**config.mk**
```make
export PLATFORM = sky130hd
export DESIGN_NAME = multiport_register_file_flat
export DESIGN_NICKNAME = d
export VERILOG_FILES = /design/src/rtl/multiport_register_file_pkg.sv /design/src/rtl/multiport_register_file_if.sv /design/src/rtl/regfile_clr_seq.sv /design/src/rtl/multiport_register_file.sv /design/src/flat_wrapper.sv
export SDC_FILE = /design/constraint.sdc
export NUM_CORES = 1
export LEC_CHECK = 0
export CORE_MARGIN = 4
export CORE_UTILIZATION = 56
export CTS_CLUSTER_DIAMETER = 100
export DETAILED_ROUTE_END_ITERATION = 6
export DONT_BUFFER_PORTS = 1
export PLACE_DENSITY = 0.81
export SYNTH_ARGS = -nofsm -noshare
export SYNTH_HDL_FRONTEND = slang
export SYNTH_HIERARCHICAL = 1
export SYNTH_SLANG_ARGS = --single-unit
```
**constraint.sdc**
```tcl
create_clock -name clk -period 2.9 [get_ports clk]
set_clock_uncertainty 0.2 [all_clocks]
set_input_delay 0.725 -clock clk [delete_from_list [all_inputs] [get_ports clk]]
set_output_delay 0.725 -clock clk [all_outputs]
set_load 0.005 [all_outputs]
```
**src/rtl/multiport_register_file_pkg.sv**
```systemverilog
// ============================================================================
//  Module   : regfile_pkg
//  Purpose  : Shared defaults and clear-sequencer state encoding for the
//             multiport register file.
//  Revision : 1.0  initial release
// ============================================================================
`default_nettype none

package regfile_pkg;

   localparam int DEF_DATA_W   = 8;
   localparam int DEF_NUM_REGS = 4;
   localparam int DEF_ADDR_W   = 2;

   // Clear sweep sequencer states
   typedef enum logic [0:0] {
      IDLE  = 1'b0,
      CLEAR = 1'b1
   } clr_state_e;

endpackage

`default_nettype wire

```
**src/rtl/multiport_register_file_if.sv**
```systemverilog
// ============================================================================
//  Module   : multiport_register_file_if
//  Purpose  : Read ports, write port and clear handshake of the register file.
//  Revision : 1.0  initial release
// ============================================================================
`default_nettype none

interface multiport_register_file_if #(
   parameter int DATA_W = 8,
   parameter int ADDR_W = 2
);
   logic [ADDR_W-1:0] rs1_addr;
   logic [ADDR_W-1:0] rs2_addr;
   logic [DATA_W-1:0] rs1_data;
   logic [DATA_W-1:0] rs2_data;
   logic [ADDR_W-1:0] wr_addr;
   logic [DATA_W-1:0] wr_data;
   logic              reg_wr_en;
   logic              wr_rdy;
   logic              clr_req;
   logic              clr_busy;

   modport master (
      output rs1_addr, rs2_addr, wr_addr, wr_data, reg_wr_en, clr_req,
      input  rs1_data, rs2_data, wr_rdy, clr_busy
   );

   modport slave (
      input  rs1_addr, rs2_addr, wr_addr, wr_data, reg_wr_en, clr_req,
      output rs1_data, rs2_data, wr_rdy, clr_busy
   );
endinterface

`default_nettype wire

```
**src/rtl/regfile_clr_seq.sv**
```systemverilog
// ============================================================================
//  Module   : regfile_clr_seq
//  Purpose  : Sequential clear sweep: on a request, zeroes one register per
//             cycle from index 0 up to NUM_REGS-1, then returns to idle.
//  Revision : 1.0  initial release
// ============================================================================
`default_nettype none

module regfile_clr_seq
   import regfile_pkg::*;
#(
   parameter int NUM_REGS = DEF_NUM_REGS,
   parameter int ADDR_W   = DEF_ADDR_W
) (
   input  wire logic              clk,
   input  wire logic              reset,
   input  wire logic              i_clr_req,
   output logic                   o_clr_busy,
   output logic                   o_clr_we,
   output logic [ADDR_W-1:0]      o_clr_idx
);

   localparam logic [0:0]        S_IDLE  = 1'(IDLE);
   localparam logic [0:0]        S_CLEAR = 1'(CLEAR);
   localparam logic [ADDR_W-1:0] c_LAST  = ADDR_W'(NUM_REGS - 1);

   logic [0:0]        r_state;
   logic [ADDR_W-1:0] r_idx;

   // Sweep FSM; requests arriving mid-sweep are ignored
   always_ff @(posedge clk) begin
      if (!reset) begin
         r_state <= S_IDLE;
         r_idx   <= '0;
      end else begin
         case (r_state)
            S_IDLE: begin
               if (i_clr_req) begin
                  r_state <= S_CLEAR;
                  r_idx   <= '0;
               end
            end
            S_CLEAR: begin
               if (r_idx == c_LAST) begin
                  r_state <= S_IDLE;
                  r_idx   <= '0;
               end else begin
                  r_idx <= r_idx + 1'b1;
               end
            end
            default: begin
               r_state <= S_IDLE;
               r_idx   <= '0;
            end
         endcase
      end
   end

   assign o_clr_busy = (r_state == S_CLEAR);
   assign o_clr_we   = (r_state == S_CLEAR);
   assign o_clr_idx  = r_idx;

endmodule

`default_nettype wire

```
**src/rtl/multiport_register_file.sv**
```systemverilog
// ============================================================================
//  Module   : multiport_register_file
//  Purpose  : Two asynchronous read ports, one write port with ready, and a
//             sequential clear sweep. Optional write-to-read bypass is
//             enabled by defining REGFILE_BYPASS_EN.
//  Revision : 1.0  initial release
// ============================================================================
`default_nettype none

module multiport_register_file
   import regfile_pkg::*;
#(
   parameter int DATA_W   = DEF_DATA_W,
   parameter int NUM_REGS = DEF_NUM_REGS,
   parameter int ADDR_W   = DEF_ADDR_W,
   parameter int ZERO_REG = 0
) (
   input  wire logic                 clk,
   input  wire logic                 reset,
   multiport_register_file_if.slave  bus
);

   logic [DATA_W-1:0] r_regs [NUM_REGS];

   logic              w_clr_busy;
   logic              w_clr_we;
   logic [ADDR_W-1:0] w_clr_idx;
   logic              w_wr_commit;
   logic [DATA_W-1:0] w_rs1_data;
   logic [DATA_W-1:0] w_rs2_data;

   regfile_clr_seq #(
      .NUM_REGS (NUM_REGS),
      .ADDR_W   (ADDR_W)
   ) u_clr_seq (
      .clk        (clk),
      .reset      (reset),
      .i_clr_req  (bus.clr_req),
      .o_clr_busy (w_clr_busy),
      .o_clr_we   (w_clr_we),
      .o_clr_idx  (w_clr_idx)
   );

   assign bus.clr_busy = w_clr_busy;
   assign bus.wr_rdy   = ~w_clr_busy;

   // A write is accepted whenever ready; it only lands if in range and not
   // aimed at a hardwired zero register, otherwise it is silently dropped.
   assign w_wr_commit = bus.reg_wr_en && !w_clr_busy
                        && (int'(bus.wr_addr) < NUM_REGS)
                        && !((ZERO_REG != 0) && (bus.wr_addr == '0));

   // Storage: reset beats the clear sweep, which beats a normal write
   always_ff @(posedge clk) begin
      if (!reset) begin
         for (int i = 0; i < NUM_REGS; i++) begin
            r_regs[i] <= '0;
         end
      end else if (w_clr_we) begin
         r_regs[w_clr_idx] <= '0;
      end else if (w_wr_commit) begin
         r_regs[bus.wr_addr] <= bus.wr_data;
      end
   end

   // Asynchronous read muxes with out-of-range and zero-register masking
   always_comb begin
      w_rs1_data = '0;
      w_rs2_data = '0;
      if ((int'(bus.rs1_addr) < NUM_REGS) && !((ZERO_REG != 0) && (bus.rs1_addr == '0))) begin
         w_rs1_data = r_regs[bus.rs1_addr];
      end
      if ((int'(bus.rs2_addr) < NUM_REGS) && !((ZERO_REG != 0) && (bus.rs2_addr == '0))) begin
         w_rs2_data = r_regs[bus.rs2_addr];
      end
`ifdef REGFILE_BYPASS_EN
      if (w_wr_commit && (bus.wr_addr == bus.rs1_addr)) begin
         w_rs1_data = bus.wr_data;
      end
      if (w_wr_commit && (bus.wr_addr == bus.rs2_addr)) begin
         w_rs2_data = bus.wr_data;
      end
`else
      // Reads show the stored value until the write commits at the edge
`endif
   end

   assign bus.rs1_data = w_rs1_data;
   assign bus.rs2_data = w_rs2_data;

endmodule

`default_nettype wire

```
**src/flat_wrapper.sv**
```systemverilog
// flat-port wrapper written by rule: the top's interface ports become plain ports
module multiport_register_file_flat import regfile_pkg::*;
#(
   parameter int DATA_W   = DEF_DATA_W,
   parameter int NUM_REGS = DEF_NUM_REGS,
   parameter int ADDR_W   = DEF_ADDR_W,
   parameter int ZERO_REG = 0
)
  (clk, reset, bus_rs1_addr, bus_rs2_addr, bus_wr_addr, bus_wr_data, bus_reg_wr_en, bus_clr_req, bus_rs1_data, bus_rs2_data, bus_wr_rdy, bus_clr_busy);
  multiport_register_file_if #(.DATA_W(DATA_W), .ADDR_W(ADDR_W)) bus_i ();
  input  wire logic clk;
  input  wire logic reset;
  input wire logic [$bits(bus_i.rs1_addr)-1:0] bus_rs1_addr;
  input wire logic [$bits(bus_i.rs2_addr)-1:0] bus_rs2_addr;
  input wire logic [$bits(bus_i.wr_addr)-1:0] bus_wr_addr;
  input wire logic [$bits(bus_i.wr_data)-1:0] bus_wr_data;
  input wire logic [$bits(bus_i.reg_wr_en)-1:0] bus_reg_wr_en;
  input wire logic [$bits(bus_i.clr_req)-1:0] bus_clr_req;
  output wire logic [$bits(bus_i.rs1_data)-1:0] bus_rs1_data;
  output wire logic [$bits(bus_i.rs2_data)-1:0] bus_rs2_data;
  output wire logic [$bits(bus_i.wr_rdy)-1:0] bus_wr_rdy;
  output wire logic [$bits(bus_i.clr_busy)-1:0] bus_clr_busy;
  assign bus_i.rs1_addr = bus_rs1_addr;
  assign bus_i.rs2_addr = bus_rs2_addr;
  assign bus_i.wr_addr = bus_wr_addr;
  assign bus_i.wr_data = bus_wr_data;
  assign bus_i.reg_wr_en = bus_reg_wr_en;
  assign bus_i.clr_req = bus_clr_req;
  assign bus_rs1_data = bus_i.rs1_data;
  assign bus_rs2_data = bus_i.rs2_data;
  assign bus_wr_rdy = bus_i.wr_rdy;
  assign bus_clr_busy = bus_i.clr_busy;
  multiport_register_file #(.DATA_W(DATA_W), .NUM_REGS(NUM_REGS), .ADDR_W(ADDR_W), .ZERO_REG(ZERO_REG)) u_core (.clk(clk), .reset(reset), .bus(bus_i));
endmodule
```
# Word-level counts from Yosys, hierarchy flattened
# Memories as Yosys holds them, arrays and structs flattened.
# Index checks and enable logic that the tools add are counted.
[totals]
regBits = 3
ramBits = 32
out_inout_bits = 18
word_cells = 31
memories = 1
[memory_table]
columns = ["name", "depth", "word_bits", "read_ports", "rd_ports_with_merged_regs", "write_ports", "line", "source"]
rows = [
  ["u_core.r_regs", 4, 8, 2, 0, 4, "multiport_register_file.sv:23", "logic [DATA_W-1:0] r_regs [NUM_REGS];"],
]
[op_classes]
add_sub_neg = 1
n_eq_ne = 2
muxes = 20
bitwise = 1
n_reduce_logical = 4
[op_table]
columns = ["operator", "count"]
rows = [
  ["two-way mux 8 bit", 2],
  ["OR reduction 8 bit", 2],
  ["two-way mux 1 bit", 12],
  ["two-way mux 2 bit", 4],
  ["case mux 2 bit (2 select lines)", 1],
  ["adder 2 x 1 -> 2 bit, second input constant", 1],
  ["== test 2 bit, second input constant", 1],
  ["inequality test 2 bit, second input constant", 1],
  ["case mux 1 bit (2 select lines)", 1],
  ["logical AND 1 bit", 1],
  ["zero test 1 bit", 1],
  ["inverter 1 bit", 1],
]

# Logic depth before layout (Yosys ltp)
# Gate-level depths: netlist (run 1).
[logic_depth]
ltp_word = 8
ltp_mapped = 5
mapped_depth_nobuf = 3

# By module
# The synthesis (run 1) kept the hierarchy.
[modules_own_cells]
columns = ["mod", "n_inst", "cells_each", "area_each_um2", "seq_area_each_um2"]
rows = [
  ["multiport_register_file", 1, 114, 1724.2, 960.9],
  ["regfile_clr_seq", 1, 13, 143.9, 60.1],
]

# Worst setup path after synthesis (run 1)
# Ideal clock, no wire load.
[synth_path]
path_kind = "input to output"
from = "in bus_rs1_addr[0]"
to = "out bus_rs1_data[0]"
arrival_ps = 1485
t_required_ps = 1975
setup_slack_ps = 490
cell_stages = 2
n_path_buf = 1
path_cell_list = "buf_2 > mux4_2"
[synth_via]
elab_chain_cells = 1
[synth_rtl]
columns = ["element", "line", "source"]
rows = [
  ["start, declared", "flat_wrapper.sv:13", "input wire logic [$bits(bus_i.rs1_addr)-1:0] bus_rs1_addr;"],
  ["memory read (4 x 8 bit)", "n/a", ""],
  ["end, declared", "flat_wrapper.sv:19", "output wire logic [$bits(bus_i.rs1_data)-1:0] bus_rs1_data;"],
]
# No other way between the ends.

==> results of run 1 <==
==> cell usage after synthesis <==
| master | count | area share |
|---|---|---|
| inv_1 | 9 | 0.018 |
| and2b_2 | 2 | 0.0094 |
| ha_1 | 1 | 0.0067 |
| nor3_1 | 16 | 0.043 |
| o2111ai_4 | 1 | 0.014 |
| edfxtp_1 | 32 | 0.51 |
| nand2_1 | 9 | 0.018 |
| and4bb_1 | 1 | 0.0067 |
| nor4b_4 | 2 | 0.025 |
| nand2_2 | 1 | 0.0034 |
| nor2_2 | 1 | 0.0034 |
| mux4_2 | 16 | 0.19 |
| buf_1 | 2 | 0.0040 |
| and3_1 | 1 | 0.0034 |
| a21boi_0 | 1 | 0.0040 |
| buf_6 | 1 | 0.0060 |
| buf_4 | 2 | 0.0080 |
| a31o_1 | 1 | 0.0047 |
| nor2_1 | 9 | 0.018 |
| o21ai_2 | 1 | 0.0047 |
| nand2b_1 | 3 | 0.010 |
| or4b_4 | 1 | 0.0074 |
| buf_2 | 3 | 0.0080 |
| nand4bb_1 | 2 | 0.012 |
| or2b_1 | 1 | 0.0040 |
| dfxtp_1 | 3 | 0.032 |
| o21ai_0 | 3 | 0.0080 |
| nor2b_1 | 1 | 0.0034 |
| and4bb_2 | 1 | 0.0067 |
==> layer usage <==
layer / track usage / part of all wire / up-vias
met4: 0.0570 / 0.0084 / 0
li1: - / - / 502
met1: 0.204 / 0.37 / 507
met2: 0.328 / 0.53 / 40
met5: 0 / 0 / -
met3: 0.0615 / 0.081 / 3
==> power breakdown <==
part | internal (W) | total (W) | leakage [nW] | switching (W)
Combinational | 0.0000699 | 0.000135 | 0.320 | 0.0000655
Clock | 0.0000897 | 0.000234 | 0.0273 | 0.000145
Sequential | 0.000590 | 0.000614 | 0.360 | 0.0000247
==> registers in the layout, summed over array words and instances, names as in the netlist <==
name and count:
u_core/r_regs 32, u_core/u_clr_seq/o_clr_busy 1, u_core/u_clr_seq/o_clr_idx 2
==> cell type report <==
class	instances	area, sq um	share of cell area
flip-flops and latches	35	1020	0.521
multi-input cells	75	764	0.390
well taps	44	55.1	0.0281
clock buffers	6	41.3	0.0211
repair buffers	5	37.5	0.0191
inverters	9	33.8	0.0172
clock inverters	2	7.51	0.00383
==> final timing paths <==
kind	slack, ns	to	startpoint
worst min register to register	0.38	u_core/u_clr_seq/o_clr_idx[0]	u_core/u_clr_seq/o_clr_idx[0]
worst max register to register	0.65	u_core/r_regs[3][7]	u_core/u_clr_seq/o_clr_busy
worst max-delay path	0.65	u_core/r_regs[3][7]	u_core/u_clr_seq/o_clr_busy
worst min-delay path	0.34	u_core/u_clr_seq/o_clr_idx[1]	reset
==> per-stage QoR <==
stage               cells  hold WS [ns]   util  total power [W]
CTS                   176         0.325  0.627         0.000997
detailed placement    168         0.367  0.611         0.000764
global route          176         0.315  0.627          0.00103
finish                176         0.338  0.627         0.000984
global placement      168         0.344  0.611         0.000755
floorplan             127         0.314      -         0.000738
==> kinds of logic (layout without fill, tap and decap cells) <==
kind of cell | count (synthesis) | count (layout)
flip-flops | 35 | 35
multiplexers | 16 | 16
AND/OR/NAND/NOR | 51 | 51
buffers and inverters | 17 | 22
adder cells (fa/ha/maj) | 1 | 1
AO/OA/AOI/OAI | 7 | 7
==> worst register-to-register path: cells and delay by family, from the launching register on <==
kind | cells | cell delay, ns
compound gates | 1 | 0.16
buf+inv | 2 | 0.40
flops | 1 | 0.86
simple gates | 2 | 0.37
==> out/qor.txt, run 1 <==
HPWL after DPL = 2.55 mm
Max transition margin = 0.464
H-tree depth = 2
Hold Fails Final Rpt = 0
Mean Syn Cell Area = 14.7 sq um
CP max stage delay = 0.86 ns
sequential fraction of the synthesis area = 0.547
most frequent cells in the layout = edfxtp_1, mux4_2, nor3_1
Setup WS post-layout = 0.645 ns
adder-cell share of the synthesized area = 0.00670
crit path launch type = flip-flop
Die X = 65.8 um
CP Capture Type = flip-flop
Leakage = 0.707 nW
grt ovf = 0
Clk pin slew, worst setup/hold paths = 0.09 ns
Fillers = 237
simple-gate share of the synthesized area = 0.174
final setup fails = 0
GRT Util Overall = 0.183
Post-CTS Setup Inserts = 0
Root Buffer = clkbuf_4
max cap viols = 0
diode count = 0
worst r2r path cells = 5
area of the core = 3130 sq um
Synth Area in Compound Gates = 0.0355
WP depth = 5
setup_tns = 0 ns
Skew-Pair Late Insertion Delay = 0.32 ns
crit path cell chain = nor4b_4 > o21ai_2 > buf_4 > nor2b_1 > buf_4
Mapped Nets = 146
I/O pin cnt = 36
total power density per cell area = 502 nW/um^2
layout cells sized above 1 = 0.273
Min Clock Period, post-route = 2.25 ns
Cell variety after synth = 29
starting density of the core = 0.597
post-synthesis mux area share = 0.193
Syn-to-layout area delta = 4.96%
Nets = 150
Die ar. = 4320 sq um
Placer Congestion = 0.745
Final ANT Viol Nets = 0
peak supply drop = 0.259 mV
CP max stage cell = dfxtp_1
wire length per cell = 19.5 um
largest family of logic cells by synthesized area = multiplexers
CTS buffer count = 5
clk buf depth = 2
CTS tree = yes
status = finished, final reports clean
DIE HEIGHT = 65.8 um
Final Cycle Share = 0.778
DRC Markers = 0
most numerous cell on the critical path = buf_4
commonest non-fill, non-tap cell in the layout = edfxtp_1
Slew Viols, Final = 0
arrival time at the worst endpoint = 2.10 ns
Rows = 20
CP required = 2.75 ns
Placed Area = 1910 sq um
Syn Inst Count = 127
CTS Hold Bufs = 0
critical path buffer and inverter count = 2
clock sink total = 35
Post-Place Worst Slack = 0.665 ns
Pre-antenna DRT Iters = 4
worst-path fanout max = 21
Crit Path Class = reg -> reg
worst hold path cell count = 1
DRC marker count from the first detailed-route iteration = 44
first-pass GRT wire length = 5.74 mm
DR vias/cell = 5.98
RSZ-0062 raised after global routing = no
CTS resizes = 0
vias in the first global route = 1,142
Design Area, Final = 1960 sq um
Ys Warns = 6
Netlist Area Pre-Place = 1870 sq um
antenna violations before repair = 0
f_max = 443 MHz
Port-buffer cells = 0
drt total wl = 3.43 mm
Post-Synth XOR/XNOR Area = 0
routed vias = 1,052
Crit path max-delay family = flip-flops
Worst Tran Pin Value = 0.803 ns
Min-Delay Path Class = in -> reg
#FFs+latches synth = 35
largest net degree at the start of global routing = 22
Power figures use the tool's default switching activity.
==> run 2, diff against run 1 <==
==> constraint.sdc (replaced) <==
create_clock -name clk -period 2.1 [get_ports clk]
set_clock_uncertainty 0.2 [all_clocks]
set_input_delay 0.525 -clock clk [delete_from_list [all_inputs] [get_ports clk]]
set_output_delay 0.525 -clock clk [all_outputs]
set_load 0.005 [all_outputs]
==> run 2 against run 1 <==
Cell count increased by 2.3%. Non-clock buffer count increased by 4. Sequential power increased by 38%. Clock-buffer cell count decreased by 1. Global-route usage increased by 1.0 points. Critical path depth decreased by 4. Core utilization increased by 1.4 points. Worst setup slack got worse by 0.52 ns. Final area increased by 2.3%.
==> out/qor.txt, run 2 (synthesis results as in run 1) <==
status = finished, final reports clean
Worst Tran Pin Value = 0.533 ns
I/O pin cnt = 36
Hold Fails Final Rpt = 0
hold_sp = reset
HPWL after DPL = 2.74 mm
setup_tns = 0 ns
Root Buffer = clkbuf_4
CP required = 1.37 ns
Setup WS post-layout = 0.128 ns
CP max stage cell = mux4_2
clk buf depth = 2
DRC marker count from the first detailed-route iteration = 44
H-tree depth = 2
critical path buffer and inverter count = 0
vias in the first global route = 1,151
Crit path max-delay family = multiplexers
Leakage = 0.740 nW
GRT Util Overall = 0.194
max reg flops = 32
first-pass GRT wire length = 5.84 mm
total power density per cell area = 695 nW/um^2
crit path launch = u_core/r_regs[3][2]
CTS Hold Bufs = 0
commonest non-fill, non-tap cell in the layout = edfxtp_1
crit path cell chain = mux4_2
Critical R2R Launch = u_core/u_clr_seq/o_clr_busy
clock sink total = 35
Syn-to-layout area delta = 7.37%
CP Capture Type = primary output
routed vias = 1,099
DIE HEIGHT = 65.8 um
Die X = 65.8 um
Placer Congestion = 0.757
worst-path fanout max = 2
Slew Viols, Final = 0
CP max stage delay = 0.51 ns
Pre-antenna DRT Iters = 4
RSZ-0062 raised after global routing = no
hold_ws = 0.116 ns
arrival time at the worst endpoint = 1.25 ns
Crit Path Class = reg -> out
Min-Delay Path Class = in -> reg
Min Clock Period, post-route = 1.97 ns
Final Cycle Share = 0.939
peak supply drop = 0.359 mV
Post-CTS Setup Inserts = 0
Skew-Pair Late Insertion Delay = 0.33 ns
Post-Place Worst Slack = -0.0345 ns
diode count = 0
most frequent cells in the layout = edfxtp_1, mux4_2, nor3_1
worst r2r path cells = 3
largest net degree at the start of global routing = 17
Port-buffer cells = 0
DR vias/cell = 6.11
CTS tree = yes
f_max = 507 MHz
Max transition margin = 0.643
Nets = 154
grt ovf = 0
antenna violations before repair = 0
crit path launch type = flip-flop
worst hold path cell count = 1
DRC Markers = 0
Final ANT Viol Nets = 0
CTS buffer count = 5
Rows = 20
WP depth = 1
max cap viols = 0
wire length per cell = 20.5 um
starting density of the core = 0.597
layout cells sized above 1 = 0.346
area of the core = 3130 sq um
Largest Register = u_core/r_regs
Clk pin slew, worst setup/hold paths = 0.11 ns
drt total wl = 3.69 mm
final setup fails = 0
Die ar. = 4320 sq um
## run 2: cell count changes in the layout (fill, tap and decap cells not counted), sizes merged
cell,change
buf,+4
clkinv,+1
clkbuf,-1
## run 2: through the flow
step | total power [W] | std cells | util | cell area [sq um]
after floorplan | 0.00102 | 127 | - | 1880
after global placement | 0.00106 | 172 | 0.624 | 1950
after detailed placement | 0.00107 | 172 | 0.624 | 1950
after CTS | 0.00140 | 180 | 0.641 | 2010
after global routing | 0.00146 | 180 | 0.641 | 2010
final | 0.00139 | 180 | 0.641 | 2010
## run 2: area by class of cell
cell class	instances	area, sq um
clock buffer	5	37.5
clock inverter	3	15.0
fill	248	1120
inverter	9	33.8
multi-input combinational	75	774
sequential	35	1020
tap	44	55.1
timing repair buffer	9	67.6
## run 2: what timing repair did
item / in CTS / in global routing
endpoints found under the setup margin: 14 / 0
gates resized for setup: 1 / 0
hold endpoints to repair: 0 / 0
## run 2: worst reg2reg max path: cells and delay by family (launching register included)
kind | cells | cell delay [ns]
and+or+nand+nor | 2 | 0.83
AOI/OAI and AO/OA | 1 | 0.20
DFF | 1 | 0.43
## run 2: power breakdown
group | internal, W | switching, W
registers | 0.000815 | 0.0000320
logic | 0.000104 | 0.0000996
clock network | 0.000124 | 0.000218
## run 2: path summary, 6_finish.rpt
path,endpoint,slack (ns)
worst max-delay path,bus_rs2_data[2],0.13
worst min-delay path,u_core/u_clr_seq/o_clr_busy,0.12
worst max register to register,u_core/r_regs[2][1],0.14
worst min register to register,u_core/u_clr_seq/o_clr_idx[0],0.37
## run 2: metal layers
| layer | vias to the layer above | wire length (um) | GRT usage |
|---|---|---|---|
| li1 | 508 | - | - |
| met1 | 541 | 1340 | 0.213 |
| met2 | 45 | 1980 | 0.340 |
| met3 | 5 | 309 | 0.0752 |
| met4 | 0 | 51 | 0.0622 |
| met5 | - | 0 | 0 |
==> run 3, diff against run 2 <==
--- a/config.mk
+++ b/config.mk
@@ -11,6 +11,7 @@
 export DETAILED_ROUTE_END_ITERATION = 6
 export DONT_BUFFER_PORTS = 1
 export PLACE_DENSITY = 0.81
+export RECOVER_POWER = 50
 export SYNTH_ARGS = -nofsm -noshare
 export SYNTH_HDL_FRONTEND = slang
 export SYNTH_HIERARCHICAL = 1
==> run 3 against run 2 <==
Cell count did not move. Core utilization fell by 0.12 points. Worst setup slack got worse by 0.037 ns. Final area fell by 0.19%. Register-to-register slack got worse by 0.05 ns. Critical path depth rose by 2. Sequential cell count did not move. Worst hold slack improved by 0.0018 ns. Clock power barely moved. Sequential power barely moved. Via count fell by 0.36%. Non-clock buffer count did not move. Critical path type is now reg -> reg. Largest cell class unchanged. Highest routed layer unchanged.
==> out/qor.txt, run 3 (synthesis results as in run 1) <==
Crit path max-delay family = simple AND/OR/NAND/NOR gates
diode count = 0
CTS Hold Bufs = 0
CP Capture Type = flip-flop
Fillers = 248
Slew Viols, Final = 0
hold_sp = reset
Final Cycle Share = 0.957
CTS buffer count = 5
Post-CTS Setup Inserts = 0
crit path launch = u_core/u_clr_seq/o_clr_busy
grt ovf = 0
arrival time at the worst endpoint = 1.85 ns
final setup fails = 0
CP endpoint = u_core/r_regs[2][1]
DRC marker count from the first detailed-route iteration = 48
Critical R2R Capture = u_core/r_regs[2][1]
Root Buffer = clkbuf_4
Worst Tran Pin Value = 0.538 ns
final design utilization = 0.640
clock sink total = 35
first-pass GRT wire length = 5.84 mm
CP max stage delay = 0.63 ns
total internal power = 0.00104 W
crit path cell chain = or4b_1 > o2111ai_4 > nand2_2
layout cells sized above 1 = 0.331
f_max = 498 MHz
Leakage = 0.740 nW
starting density of the core = 0.597
routed vias = 1,095
GRT Util Overall = 0.194
area of the core = 3130 sq um
worst r2r path cells = 3
Largest Register = u_core/r_regs
Placer Congestion = 0.757
DR vias/cell = 6.08
Clk pin slew, worst setup/hold paths = 0.11 ns
DRC Markers = 0
reg-to-reg slack, setup = 0.09 ns
max cap viols = 0
Crit Path Class = reg -> reg
peak supply drop = 0.357 mV
most frequent cells in the layout = edfxtp_1, mux4_2, nor3_1
Rows = 20
max reg flops = 32
CTS tree = yes
hold_ws = 0.118 ns
status = finished, final reports clean
drt total wl = 3.67 mm
Net Switching = 0.000348 W
Port-buffer cells = 0
Min Clock Period, post-route = 2.01 ns
Min-Delay Path Class = in -> reg
worst-path fanout max = 15
Final ANT Viol Nets = 0
H-tree depth = 2
largest net degree at the start of global routing = 17
combinational share of power = 0.146
Syn-to-layout area delta = 7.17%
DIE HEIGHT = 65.8 um
Sw Share = 0.250
flip-flop and latch area = 1020 sq um
Die ar. = 4320 sq um
wire length per cell = 20.4 um
clk buf depth = 2
CP max stage cell = or4b_1
Critical R2R Launch = u_core/u_clr_seq/o_clr_busy
I/O pin cnt = 36
CP required = 1.94 ns
clock group share of total power = 0.245
Die X = 65.8 um
HPWL after DPL = 2.74 mm
commonest non-fill, non-tap cell in the layout = edfxtp_1
Pre-antenna DRT Iters = 4
Nets = 154
Skew-Pair Late Insertion Delay = 0.33 ns
antenna violations before repair = 0
crit path launch type = flip-flop
WP depth = 3
Hold Fails Final Rpt = 0
critical path buffer and inverter count = 0
total power density per cell area = 694 nW/um^2
Max transition margin = 0.641
CTS resizes = 1
vias in the first global route = 1,151
register share of total power = 0.609
Multi-input gate area = 771 sq um
RSZ-0062 raised after global routing = no
## run 3: cell type report
type | instances | area share
multi-input combinational | 75 | 0.385
sequential | 35 | 0.511
clock buffer | 5 | 0.0188
tap | 44 | 0.0275
inverter | 9 | 0.0169
clock inverter | 3 | 0.00750
timing repair buffer | 9 | 0.0338
## run 3: worst min path at each step
stage                                    end  slack (ns)  cells after the start
2_1_floorplan  u_core/u_clr_seq/o_clr_idx[0]        0.31                      2
3_3_place_gp   u_core/u_clr_seq/o_clr_idx[0]        0.34                      2
3_5_place_dp   u_core/u_clr_seq/o_clr_idx[0]        0.35                      2
4_1_cts          u_core/u_clr_seq/o_clr_busy        0.11                      1
5_1_grt          u_core/u_clr_seq/o_clr_busy        0.09                      1
6_report         u_core/u_clr_seq/o_clr_busy        0.12                      1
## run 3: per-layer routing
metal | share of wire | up-vias | GRT usage
li1 | - | 509 | -
met1 | 0.36 | 536 | 0.213
met2 | 0.54 | 45 | 0.340
met3 | 0.086 | 5 | 0.0752
met4 | 0.014 | 0 | 0.0622
met5 | 0 | - | 0
## run 3: power groups by stage
stage                     Sequential (W)  Clock [W]  Combinational (W)
after floorplan                 0.000849          0           0.000173
after global placement          0.000857          0           0.000198
after detailed placement        0.000863          0           0.000206
after CTS                       0.000847   0.000346           0.000206
after global routing            0.000855   0.000386           0.000217
final                           0.000847   0.000341           0.000203
## run 3: through the flow
stage	area (sq um)	setup WS (ns)	setup TNS [ns]	power, W	instances
floorplan	1880	0.0670	0	0.00102	127
global placement	1950	0.0591	0	0.00106	172
detailed placement	1950	-0.0345	-0.275	0.00107	172
CTS	2010	0.115	0	0.00140	180
global route	2000	0.0345	0	0.00146	180
finish	2000	0.0909	0	0.00139	180
